### src/rtl/acc_fifo.sv
// acc_fifo: single-clock FIFO with registered read data and exact flags.
// Ports: clk, reset, put_req/data_in (write), get_req/data_out (read),
// empty, full; with ACC_FIFO_STATUS_EN also count, overflow, underflow.
module acc_fifo #(
  parameter int WIDTH = 32,
  parameter int DEPTH = 16,
  parameter int AW    = 4
) (
  input  logic             clk,
  input  logic             reset,
  input  logic             put_req,
  input  logic [WIDTH-1:0] data_in,
  input  logic             get_req,
  output logic [WIDTH-1:0] data_out,
  output logic             empty,
  output logic             full
`ifdef ACC_FIFO_STATUS_EN
  ,
  output logic [AW:0]      count,
  output logic             overflow,
  output logic             underflow
`endif
);

  logic [WIDTH-1:0] mem [DEPTH];

  logic [AW-1:0]    wr_ptr_q, wr_ptr_d;
  logic [AW-1:0]    rd_ptr_q, rd_ptr_d;
  logic [AW:0]      cnt_q, cnt_d;
  logic [WIDTH-1:0] dout_q, dout_d;
  logic             empty_q, empty_d;
  logic             full_q, full_d;
  logic             put_ok, get_ok;

  // When full, a concurrent get frees the slot the put lands in:
  // wr_ptr == rd_ptr, and the read samples the old word on the same edge.
  assign get_ok = get_req & ~empty_q & ~reset;
  assign put_ok = put_req & (~full_q | get_req) & ~reset;

  always_comb begin
    wr_ptr_d = wr_ptr_q;
    rd_ptr_d = rd_ptr_q;
    cnt_d    = cnt_q;
    dout_d   = dout_q;
    if (put_ok) wr_ptr_d = wr_ptr_q + AW'(1);
    if (get_ok) begin
      rd_ptr_d = rd_ptr_q + AW'(1);
      dout_d   = mem[rd_ptr_q];
    end
    if (put_ok && !get_ok)
      cnt_d = cnt_q + (AW+1)'(1);
    else if (!put_ok && get_ok)
      cnt_d = cnt_q - (AW+1)'(1);
    // Flags from the next count so they land on the same edge.
    empty_d = (cnt_d == '0);
    full_d  = (cnt_d == (AW+1)'(DEPTH));
  end

  always_ff @(posedge clk or posedge reset) begin
    if (reset) begin
      wr_ptr_q <= '0;
      rd_ptr_q <= '0;
      cnt_q    <= '0;
      dout_q   <= '0;
      empty_q  <= 1'b1;
      full_q   <= 1'b0;
    end else begin
      wr_ptr_q <= wr_ptr_d;
      rd_ptr_q <= rd_ptr_d;
      cnt_q    <= cnt_d;
      dout_q   <= dout_d;
      empty_q  <= empty_d;
      full_q   <= full_d;
    end
  end

  // Storage is intentionally not reset.
  always_ff @(posedge clk) begin
    if (put_ok) mem[wr_ptr_q] <= data_in;
  end

  assign data_out = dout_q;
  assign empty    = empty_q;
  assign full     = full_q;

`ifdef ACC_FIFO_STATUS_EN
  logic ovf_q, ovf_d;
  logic udf_q, udf_d;

  always_comb begin
    ovf_d = ovf_q | (put_req & ~put_ok & ~reset);
    udf_d = udf_q | (get_req & ~get_ok & ~reset);
  end

  always_ff @(posedge clk or posedge reset) begin
    if (reset) begin
      ovf_q <= 1'b0;
      udf_q <= 1'b0;
    end else begin
      ovf_q <= ovf_d;
      udf_q <= udf_d;
    end
  end

  assign count     = cnt_q;
  assign overflow  = ovf_q;
  assign underflow = udf_q;
`endif

endmodule

### config.mk
export PLATFORM = sky130hd
export DESIGN_NAME = acc_fifo
export DESIGN_NICKNAME = d
export VERILOG_FILES = /design/src/rtl/acc_fifo.sv
export SDC_FILE = /design/constraint.sdc
export NUM_CORES = 1
export LEC_CHECK = 0
export BUFFER_PORTS_ARGS = -buffer_cell sky130_fd_sc_hd__buf_2
export CAP_MARGIN = 20
export CORE_ASPECT_RATIO = 0.75
export CORE_MARGIN = 2
export CORE_UTILIZATION = 30
export DETAILED_ROUTE_END_ITERATION = 10
export GPL_ROUTABILITY_DRIVEN = 0
export PLACE_DENSITY_LB_ADDON = 0.08
export SLEW_MARGIN = 15
export SYNTH_ARGS = -nofsm -noshare
export SYNTH_HDL_FRONTEND = slang
export SYNTH_SLANG_ARGS = --single-unit
### constraint.sdc
create_clock -name clk -period 3.9 [get_ports clk]
set_clock_uncertainty 0.05 [all_clocks]
set_input_delay 0.78 -clock clk [delete_from_list [all_inputs] [get_ports clk]]
set_output_delay 0.78 -clock clk [all_outputs]
set_load 0.1 [all_outputs]
# Word level (Yosys, flattened, before mapping)
# Memory sizes are Yosys's and may differ from the RTL's. A register that Yosys moved wholly into a read port is not among the register bits.
# Cells that the tools add are included.
# Widths: inputs -> output; s select.
dict set report totals {
  register_bits 15
  n_memories 1
  in_bits 36
  mem_bits_rw 512
  wordCells 28
  out_inout_bits 34
}
# memory words width rd rd_clocked_by_memory_dff wr line_no
set mem_list {}
lappend mem_list {mem 16 32 1 1 1 25} ;# logic [WIDTH-1:0] mem [DEPTH];
dict set report classes {
  n_mux 4
  reduce_logical 5
  n_eq_ne 1
  n_bitwise 8
  addsub 4
}
# op count
set op_table {}
lappend op_table {{$mux 5} 2}
lappend op_table {{$add 4x1->4 const B} 2}
lappend op_table {{$add 5x1->5 const B} 1}
lappend op_table {{$eq 5x5->1 const B} 1}
lappend op_table {{$logic_not 5->1} 1}
lappend op_table {{$sub 5x1->5 const B} 1}
lappend op_table {{$and 1x1->1} 4}
lappend op_table {{$not 1->1} 3}
lappend op_table {{$logic_and 1x1->1} 2}
lappend op_table {{$logic_not 1->1} 2}
lappend op_table {{$mux 1} 2}
lappend op_table {{$or 1x1->1} 1}

# Depth between registers and ports, before layout
dict set report depth {
  word_depth 9
  mapped_depth 7
  depth_no_buf 6
}

# Worst setup path after synthesis
# No wires, ideal clock.
dict set report synth_timing {
  path_type {reg-to-reg}
  from {reg full_q (netlist: full)}
  to {mem mem[3][0] (enable)}
  slack_ns -0.367
  period_less_slack_ns 4.267
  path_stages_with_launch 5
  n_path_buf 0
  setup_ns 0.461
  t_required_ns 3.389
  arrival_time_ns 3.756
  cell_sequence {dfrtp_1 > nor2b_1 > nor2_1 > nand2_1 > nor3_1}
}
dict set report synth_between {
  elab_chain_cells 6
}
# item line_no
set synth_rtl {}
lappend synth_rtl {{start, declared} 32} ;# logic full_q, full_d;
lappend synth_rtl {{start signal, assigned} 73} ;# full_q <= full_d;
lappend synth_rtl {{$not 1->1} 38} ;# assign put_ok = put_req & (~full_q | get_req) & ~reset;
lappend synth_rtl {{$or 1x1->1} 38}
lappend synth_rtl {{$and 1x1->1 (2 in series)} 38}
lappend synth_rtl {{$mux 1} 79} ;# if (put_ok) mem[wr_ptr_q] <= data_in;
lappend synth_rtl {{$mux 1 (implied by the code)} 79}
lappend synth_rtl {{end, declared} 25}
# No other way between the ends.

==> results.cfg <==
[setup_path]
startpoint = rd_ptr_q[0]$_DFFE_PP0P_
start_kind = flop
worstSetupPathType = reg2reg
required_ps = 4340
crit_arrival_ps = 3040
cp-end-kind = flop
rr_startpoint = rd_ptr_q[0]$_DFFE_PP0P_
worstPathMaxFanout = 28

[synthesis]
ys_seq_elements = 559
syn-cell-area_mm2 = 0.0215
yosys.area.top_type = edfxtp_1
seq_area_frac_synth_pct = 76.9
async_reset_ff_share_pct = 8.41
synth_edf_count = 512
ys_warn_count = 0
netlist.area_leader.share_pct = 71.4
syn_area_per_cell_um2 = 21.7
synth_cells = 991
yosys-top-cells-area = edfxtp_1, mux4_2, dfrtp_1
synth_cell_types = 39
syn-num-nets = 1034
synth_top_flop_cell = edfxtp_1

[worst_hold_path]
hp-class = in2async

[clocking]
cts.sinks = 559
cts_buffers = 58
h-tree-depth = 2
clk_latency_ps = 610
cts_tree = yes
post_cts_buffers = 0
cts_buffer_depth = 3
cts_resized = 0
ctsHoldBuffers = 0
clkTransAtPathRegs_ps = 60
cts-root-buf = clkbuf_16

[power]
peakVddDrop_mv = 0.358
power.net_switching_uw = 6240
p_int_uw = 12300
power.share.clock_pct = 29.1
pwr-share-seq_pct = 41.4
pwr-share-comb_pct = 29.5
pwr_density_cell_mw_per_mm2 = 733
p_leak_uw = 0.00833
switching_share_pct = 33.7

[route]
drtIter0Drc = 823
vias = 10200
drt-pass1-iter-count = 5
routed_wl_um = 54300
routedWlPerCell_um = 25.6
vias_per_cell = 4.80
remaining_drc_errors = 0
ant_nets = 0

[floorplanning]
core_area_mm2 = 0.0714
rows = 85
dieArea_mm2 = 0.0739
io_pins = 70
die_y_um = 236
start_util_pct = 30.2
die-width_um = 313

[sta]
fin_crit_ps = 2600
rsz0062_at_grt = no
fmax_mhz = 385
slew_violations = 0
period_share_pct = 66.6
setup_tns_ps = 0
slew_headroom_pct = 49.3
hold_viol = 0
fin_ws_ps = 1300
hold_ws_ps = 177
setup-violations-final = 0
worst_pin_slew_ps = 761

[placed_design]
preCtsSetupSlack_ps = 1040
portBuffers = 69
dp_cells = 2015
dp_hpwl_um = 32200

[cells_and_area]
drive_gt1_share_pct = 30.9
area_delta_synth_final_pct = 17.4
layoutNonFillerInstCount = 2120
antennaDiodeCount = 0
final_nets = 1161

[flow_run]
max_cap_viol_count = 0

[outcome]
status = completed

[global_routing]
grt_pass1_vias = 10700
grt_start_max_net_pins = 40
grt_use_total_pct = 14.9
grt_pass1_wl_um = 79300
antenna_found_initial = 2
grt_overflow = 0
[sequential cells by signal, indices dropped and copies added (netlist names)]
register and flops:
cnt_q 5, data_out 32, empty 1, full 1
mem 512, rd_ptr_q 4, wr_ptr_q 4
[cell usage after synthesis (4+ instances only)]
master and number:
dfrtp_1 46, ha_1 7, a221o_1 32, mux4_1 16, edfxtp_1 512, nor3_1 37, nor2_1 15, buf_6 13
inv_1 7, mux2_2 14, xnor2_1 9, clkbuf_1 28, nand2_1 66, buf_1 4, mux2i_1 32, buf_2 7
mux4_2 112
[layer usage]
metal  GRT usage (%)  vias to the layer above  wire length (µm)
met3            2.58                       72              2110
met1            22.1                     5519             26400
met2            22.7                      178             24800
met4            3.71                        0              1040
met5               0                        -                 0
li1                -                     4397                 -
[worst paths after layout]
check	endpoint	depth (start not counted)	slack, ps
setup / recovery	data_out[5]$_DFFE_PP0P_	5	1300
max in group asynchronous	rd_ptr_q[2]$_DFFE_PP0P_	3	2860
hold / removal	data_out[13]$_DFFE_PP0P_	2	180
hold reg to reg	data_out[22]$_DFFE_PP0P_	1	470
setup reg to reg	data_out[5]$_DFFE_PP0P_	5	1300
min in group clk	data_out[22]$_DFFE_PP0P_	1	470
[cells by family after synthesis]
| family | Yosys count | share of synthesized area [%] |
|---|---|---|
| compound gates | 45 | 1.91 |
| xor+xnor | 9 | 0.366 |
| fa+ha+maj | 7 | 0.407 |
| buf+inv | 62 | 1.68 |
| flops | 559 | 76.9 |
| mux | 174 | 15.9 |
| simple gates | 135 | 2.85 |
[layout make-up]
type / instances / area, µm²
sequential: 559 / 16600
clock buffer: 74 / 1550
clock inverter: 31 / 279
tap: 957 / 1200
inverter: 8 / 30.0
fill: 6594 / 46100
multi-input combinational: 370 / 4760
timing repair buffer: 121 / 886
[critical path: stages, from the launching register on]
cell	delay [ps]
dfrtp_4	820
buf_12	330
mux4_1	670
mux2i_1	190
nor3_1	70
a221o_1	280
[power groups by stage]
stage	sequential [µW]	clock, µW	combinational [µW]
detailed placement	7810	0	5600
floorplan	8510	0	3170
CTS	7700	5570	5600
finish	7660	5390	5470
global placement	7820	0	5620
global route	7750	5800	5840
[placed cells by master, fill, tap and decap left out, types with 4 or more instances in the layout]
cell type / netlist / layout
a221o_1: 32 / 32
buf_12: 0 / 12
buf_2: 7 / 69
buf_4: 0 / 40
bufinv_16: 0 / 5
clkbuf_1: 28 / 13
clkbuf_16: 0 / 59
clkinv_1: 0 / 8
clkinv_2: 0 / 15
dfrtp_1: 46 / 42
edfxtp_1: 512 / 512
ha_1: 7 / 7
inv_1: 7 / 6
mux2_2: 14 / 14
mux2i_1: 32 / 32
mux4_1: 16 / 16
mux4_2: 112 / 112
nand2_1: 66 / 65
nor2_4: 0 / 12
nor3_1: 37 / 33
nor3_4: 0 / 4
xnor2_1: 9 / 9
[metrics by stage]
step                utilization [%]  instance area (µm²)  total power [µW]
floorplan                         -                21500             11700
global placement               32.8                23400             13400
detailed placement             32.8                23400             13400
CTS                            35.4                25300             18900
global route                   35.4                25300             19400
finish                         35.4                25300             18500
No activity file was read; power rests on OpenSTA's default activity.
